--- config.mk ---
export PLATFORM = sky130hd
export DESIGN_NAME = dial_accumulator
export DESIGN_NICKNAME = d
export VERILOG_FILES = /design/src/rtl/dial_pkg.sv /design/src/rtl/dial_edge.sv /design/src/rtl/dial_accumulator.sv
export SDC_FILE = /design/constraint.sdc
export NUM_CORES = 1
export LEC_CHECK = 0
export BUFFER_PORTS_ARGS = -buffer_cell sky130_fd_sc_hd__buf_4
export CORE_ASPECT_RATIO = 1.25
export CORE_MARGIN = 4
export CORE_UTILIZATION = 53
export CTS_CLUSTER_DIAMETER = 120
export DETAILED_ROUTE_END_ITERATION = 10
export PLACE_DENSITY_LB_ADDON = 0.08
export SYNTH_ARGS = -nofsm -noshare
export SYNTH_HDL_FRONTEND = slang
export SYNTH_SLANG_ARGS = --single-unit
--- constraint.sdc ---
create_clock -name clk_sys -period 3.3 [get_ports clk_sys]
set_input_delay 0.66 -clock clk_sys [delete_from_list [all_inputs] [get_ports clk_sys]]
set_output_delay 0.66 -clock clk_sys [all_outputs]
set_load 0.1 [all_outputs]
--- src/rtl/dial_pkg.sv ---
`default_nettype none
// ============================================================================
// Module   : dial_pkg
// Brief    : Shared state encoding and spinner word field positions for the dial.
// Revision : 1.0 - initial release
// ============================================================================
package dial_pkg;

    typedef enum logic [1:0] {
        IDLE   = 2'd0,
        HOLD   = 2'd1,
        REPEAT = 2'd2
    } dial_state_e;

    localparam int SPIN_TOGGLE_BIT = 8;
    localparam int SPIN_DELTA_MSB  = 7;

endpackage
`default_nettype wire

--- src/rtl/dial_edge.sv ---
`default_nettype none
// ============================================================================
// Module   : dial_edge
// Brief    : Registered edge detector, rising-only or any-edge.
// Revision : 1.0 - initial release
// ============================================================================
module dial_edge #(
    parameter bit ANY_EDGE = 1'b0
) (
    input  logic clk,
    input  logic reset_n,
    input  logic sig,
    output logic pulse
);

    logic sig_q;
    logic sig_d;

    always_comb begin
        sig_d = sig;
    end

    // The copy tracks the input during reset too, so release never fakes an edge.
    always_ff @(posedge clk) begin
        if (!reset_n) begin
            sig_q <= sig;
        end else begin
            sig_q <= sig_d;
        end
    end

    assign pulse = ANY_EDGE ? (sig ^ sig_q) : (sig & ~sig_q);

endmodule
`default_nettype wire

--- src/rtl/dial_accumulator.sv ---
`default_nettype none
// ============================================================================
// Module   : dial_accumulator
// Brief    : Digital/spinner rotation accumulator, angle published per frame.
//            Spinner path enabled by DIAL_SPIN_INPUT_EN.
// Revision : 1.0 - initial release
// ============================================================================
module dial_accumulator
    import dial_pkg::*;
#(
    parameter int W     = 4,
    parameter int FRAC  = 2,
    parameter int RATE  = 8,
    parameter int DELAY = 16
) (
    input  logic         clk_sys,
    input  logic         reset_n,
    input  logic         minus,
    input  logic         plus,
    input  logic         fast,
    input  logic [8:0]   spin_in,
    input  logic         strobe,
    output logic [W-1:0] angle,
    output logic         frame_tick
);

    localparam int ACC_W   = W + FRAC;
    localparam int MAX_CNT = (DELAY > RATE) ? DELAY : RATE;
    localparam int CNT_W   = $clog2(MAX_CNT + 1);
    localparam logic [ACC_W-1:0] STEP = ACC_W'(2 ** FRAC);

    dial_state_e      state_q, state_d;
    logic [CNT_W-1:0] cnt_q, cnt_d;
    logic             sign_q, sign_d;
    logic [ACC_W-1:0] acc_q, acc_d;
    logic [W-1:0]     angle_q, angle_d;
    logic             frame_tick_q, frame_tick_d;

    logic             w_strobe_rise;
    logic             w_dir;
    logic             w_step;
    logic [ACC_W-1:0] w_dig_add;
    logic [ACC_W-1:0] w_spin_add;

    dial_edge #(
        .ANY_EDGE (1'b0)
    ) u_strobe_edge (
        .clk     (clk_sys),
        .reset_n (reset_n),
        .sig     (strobe),
        .pulse   (w_strobe_rise)
    );

`ifdef DIAL_SPIN_INPUT_EN
    logic             w_spin_toggle;
    logic [ACC_W-1:0] w_spin_delta;

    dial_edge #(
        .ANY_EDGE (1'b1)
    ) u_spin_edge (
        .clk     (clk_sys),
        .reset_n (reset_n),
        .sig     (spin_in[SPIN_TOGGLE_BIT]),
        .pulse   (w_spin_toggle)
    );

    // Signed size cast: sign-extends for wide accumulators, wraps for narrow ones.
    assign w_spin_delta = ACC_W'($signed(spin_in[SPIN_DELTA_MSB:0]));
    assign w_spin_add   = w_spin_toggle ? w_spin_delta : '0;
`else
    logic w_spin_unused;
    assign w_spin_unused = ^spin_in;
    assign w_spin_add    = '0;
`endif

    assign w_dir = plus ^ minus;

    always_comb begin
        state_d = state_q;
        cnt_d   = cnt_q;
        sign_d  = sign_q;
        w_step  = 1'b0;
        case (state_q)
            IDLE: begin
                if (w_dir) begin
                    w_step  = 1'b1;
                    cnt_d   = CNT_W'(DELAY);
                    sign_d  = plus;
                    state_d = HOLD;
                end
            end
            HOLD, REPEAT: begin
                // A released or reversed press drops back so the next press steps at once.
                if (!w_dir || (plus != sign_q)) begin
                    cnt_d   = '0;
                    state_d = IDLE;
                end else if (w_strobe_rise) begin
                    if (cnt_q <= CNT_W'(1)) begin
                        w_step  = 1'b1;
                        cnt_d   = fast ? CNT_W'(1) : CNT_W'(RATE);
                        state_d = REPEAT;
                    end else begin
                        cnt_d = cnt_q - CNT_W'(1);
                    end
                end
            end
            default: begin
                cnt_d   = '0;
                state_d = IDLE;
            end
        endcase
    end

    always_comb begin
        w_dig_add    = '0;
        if (w_step) begin
            w_dig_add = plus ? STEP : (ACC_W'(0) - STEP);
        end
        acc_d        = acc_q + w_dig_add + w_spin_add;
        frame_tick_d = w_strobe_rise;
        angle_d      = w_strobe_rise ? acc_q[ACC_W-1:FRAC] : angle_q;
    end

    always_ff @(posedge clk_sys) begin
        if (!reset_n) begin
            state_q      <= IDLE;
            cnt_q        <= '0;
            sign_q       <= 1'b0;
            acc_q        <= '0;
            angle_q      <= '0;
            frame_tick_q <= 1'b0;
        end else begin
            state_q      <= state_d;
            cnt_q        <= cnt_d;
            sign_q       <= sign_d;
            acc_q        <= acc_d;
            angle_q      <= angle_d;
            frame_tick_q <= frame_tick_d;
        end
    end

    assign angle      = angle_q;
    assign frame_tick = frame_tick_q;

endmodule
`default_nettype wire

==> flow_metrics.env <==
export IMPL_crit_chain="inv_1 -> ha_1 -> nand4b_1 -> a2111oi_4 -> o21ai_2 -> inv_1 -> ha_1 -> and3_1 -> or3_1 -> and3_1 -> mux2_4"
export IMPL_tightest_slew_ns=0.5488
export IMPL_rsz0062_at_grt="no"
export IMPL_cts_tree="done"
export IMPL_diodes=0
export IMPL_path_delay_family="simple AND/OR/NAND/NOR gates"
export IMPL_cts_htree_levels=1
export IMPL_reg2reg_depth=11
export IMPL_core_area_um2=1808
export IMPL_regToRegStartpoint="state_q[1]$_SDFFE_PN0P_"
export IMPL_portBuffers=10
export IMPL_synth_edf_count=0
export IMPL_crit_end="acc_q[5]$_SDFF_PN0_"
export IMPL_synthTopCellsByArea="dfxtp_1 (35%), ha_1 (8.4%), nand2_1 (5.4%)"
export IMPL_cts_root_buf="clkbuf_4"
export IMPL_final_nets=155
export IMPL_cp_slowest_cell="a2111oi_4"
export IMPL_slew_violations=0
export IMPL_yosysTopAreaCellShare=0.3466
export IMPL_routed_via_count=874
export IMPL_path_max_fanout=4
export IMPL_grt_usage=0.1734
export IMPL_totalWireLength_mm=2.081
export IMPL_cts_buffers=3
export IMPL_syn_to_final_growth_pct=12.64
export IMPL_synthMuxAreaShare=0.03369
export IMPL_synthTopCellsByCount="dfxtp_1 (18), nand2_1 (15), a21oi_1 (11), inv_1 (10), nor2_1 (10)"
export IMPL_fin_tns_setup_ns=0
export IMPL_synthSimpleGateAreaFrac=0.2323
export IMPL_drive_gt1_frac=0.1527
export IMPL_synth_cells=121
export IMPL_crit_cells=11
export IMPL_ys_seq_area_frac=0.3466
export IMPL_cts_sinks=18
export IMPL_grt_pass1_wl_mm=3.477
export IMPL_max_freq_ghz=0.3287
export IMPL_startpoint="state_q[1]$_SDFFE_PN0P_"
export IMPL_synth_xor_area_frac=0.02527
export IMPL_leakage_nw=0.5034
export IMPL_yosys_warnings=0
export IMPL_yosysMostFrequentCell="dfxtp_1"
export IMPL_pin_count=20
export IMPL_synth_top_cell_by_area="dfxtp_1"
export IMPL_rrSetupSlack_ns=0.26
export IMPL_async_flop_share=0
export IMPL_dieArea_um2=2739
export IMPL_syn_num_nets=144
export IMPL_ys_ff_latch=18
export IMPL_ant_nets=0
export IMPL_overflow=0
export IMPL_clk_latency_ns=0.29
export IMPL_synth_area_per_cell_um2=8.593
export IMPL_drc_errors=0
export IMPL_cts_path_max_buffers=2
export IMPL_path_buf_inv=2
export IMPL_chipWidth_um=47.62
export IMPL_p_per_area_nw_per_um2=574.0
export IMPL_finalCritPeriodShare=0.9220
export IMPL_synth_distinct_cells=43
export IMPL_synth_compound_area_share=0.2070
export IMPL_fin_cells=150
export IMPL_antenna_found_initial=0
export IMPL_wire_per_inst_um=13.87
export IMPL_crit_required_ns=3.50
export IMPL_gp_congestion=0.9286
export IMPL_timing_rr_end="acc_q[5]$_SDFF_PN0_"
export IMPL_grt_start_max_net_pins=13
export IMPL_startpoint_type="flip-flop"
export IMPL_post_cts_buffers=0
export IMPL_slew_headroom=0.6334
export IMPL_std_cell_rows=17
export IMPL_firstDrtPassIters=4
export IMPL_status="completed"
export IMPL_fin_area_um2=1171
export IMPL_initial_core_util=0.5751
export IMPL_dp_cells=146
export IMPL_cap_violations=0
export IMPL_drt_iter0_markers=14
export IMPL_critical_path_class="reg -> reg"
export IMPL_min_path_type="reg -> reg"
export IMPL_placed_area_um2=1122
export IMPL_cts_clk_slew_worst_paths_ns=0.11
export IMPL_synth_area_um2=1040
export IMPL_period_minus_slack_ns=3.042
export IMPL_die_height_um=57.52
export IMPL_end_kind="flip-flop"
export IMPL_hold_viol=0
export IMPL_synthAdderAreaFrac=0.1035
export IMPL_synthFlopType="dfxtp_1"
export IMPL_critical_path_max_stage_delay_ns=0.41
export IMPL_grt_pass1_vias=802
export IMPL_dp_hpwl_mm=1.536
export IMPL_vdd_ir_drop_max_uv=337.1
export IMPL_viasPerCell=5.827
export IMPL_setup_viol=0
export IMPL_fin_skew_ns=0.002645
export IMPL_cp_arrival_ns=3.24
export IMPL_synth_top_family_by_area="simple AND/OR/NAND/NOR gates"
## cells by family (layout without fill, tap and decap cells)
| group | after synthesis | after routing |
|---|---|---|
| flip-flops | 18 | 18 |
| adder cells (fa/ha/maj) | 8 | 8 |
| AO/OA/AOI/OAI | 31 | 31 |
| multiplexers | 3 | 3 |
| AND/OR/NAND/NOR | 44 | 44 |
| XOR/XNOR | 3 | 3 |
| buffers and inverters | 14 | 24 |
## sequential cells by signal, summed over array words and instances (netlist names)
signal,flops
sign_q,1
frame_tick,1
acc_q,4
cnt_q,5
angle,4
u_strobe_edge.sig_q,1
state_q,2
## where the power goes
group | total, mW | switching, mW | leakage, nW | internal [mW]
registers | 0.280 | 0.0283 | 0.147 | 0.252
logic | 0.254 | 0.151 | 0.335 | 0.103
clock network | 0.138 | 0.0707 | 0.0210 | 0.0672
total | 0.672 | 0.250 | 0.503 | 0.422
## worst min-delay path, delay by kind of cell (launching register included)
family             cells  cell delay (ns)
DFF                    1             0.32
and+or+nand+nor        1             0.05
AOI/OAI and AO/OA      1             0.05
## per-layer routing
| metal | global-route usage | wire length [µm] | vias to the layer above |
|---|---|---|---|
| li1 | - | - | 451 |
| met1 | 0.2161 | 868 | 395 |
| met3 | 0.03785 | 103 | 0 |
| met4 | 0.07308 | 0 | 0 |
| met2 | 0.2778 | 1109 | 28 |
| met5 | 0 | 0 | - |
## final cells by class
| class | instances | area (µm²) |
|---|---|---|
| well taps | 19 | 23.77 |
| repair buffers | 10 | 75.07 |
| fillers | 157 | 636.9 |
| clock buffers | 4 | 36.28 |
| multi-input cells | 89 | 638.1 |
| inverters | 10 | 37.54 |
| flip-flops and latches | 18 | 360.3 |
## repair_timing
item                       CTS  global route
setup endpoints to repair    0             1
hold buffers                 0             0
gates resized for setup      0             1
## cell usage in the layout, fill, tap and decap left out, drive strengths merged, types with 2 or more instances in the layout
cell type / synthesis / layout
nor2: 10 / 10
o211ai: 2 / 2
buf: 1 / 10
mux2i: 2 / 2
or3: 2 / 2
nor3: 2 / 2
a21oi: 11 / 11
nor2b: 2 / 2
nand4bb: 2 / 2
ha: 7 / 7
clkbuf: 3 / 4
nand2: 15 / 15
dfxtp: 18 / 18
o21ai: 5 / 5
a2111oi: 2 / 2
inv: 10 / 10
xnor2: 2 / 2
and3: 2 / 2
and2: 2 / 2
## how the worst min path moves through the flow
stage	startpoint	endpoint	slack, ns	cells after the start
final	angle[3]$_SDFFE_PN0P_	angle[3]$_SDFFE_PN0P_	0.46	2
after global routing	strobe	u_strobe_edge.sig_q$_DFF_P_	0.45	1
after CTS	angle[2]$_SDFFE_PN0P_	angle[2]$_SDFFE_PN0P_	0.46	2
after detailed placement	angle[2]$_SDFFE_PN0P_	angle[2]$_SDFFE_PN0P_	0.45	2
after global placement	angle[2]$_SDFFE_PN0P_	angle[2]$_SDFFE_PN0P_	0.44	2
after floorplan	acc_q[2]$_SDFF_PN0_	angle[0]$_SDFFE_PN0P_	0.44	2
## stage by stage
stage	setup slack [ns]	hold WS, ns	power (mW)	utilization
detailed placement	0.1383	0.4485	0.5343	0.6208
CTS	0.2369	0.4639	0.6740	0.6408
global route	0.09283	0.4535	0.7228	0.6478
global placement	0.1875	0.4444	0.5282	0.6208
floorplan	0.4454	0.4362	0.4832	-
finish	0.2575	0.4594	0.6723	0.6478
(Power assumes the default switching activity.)
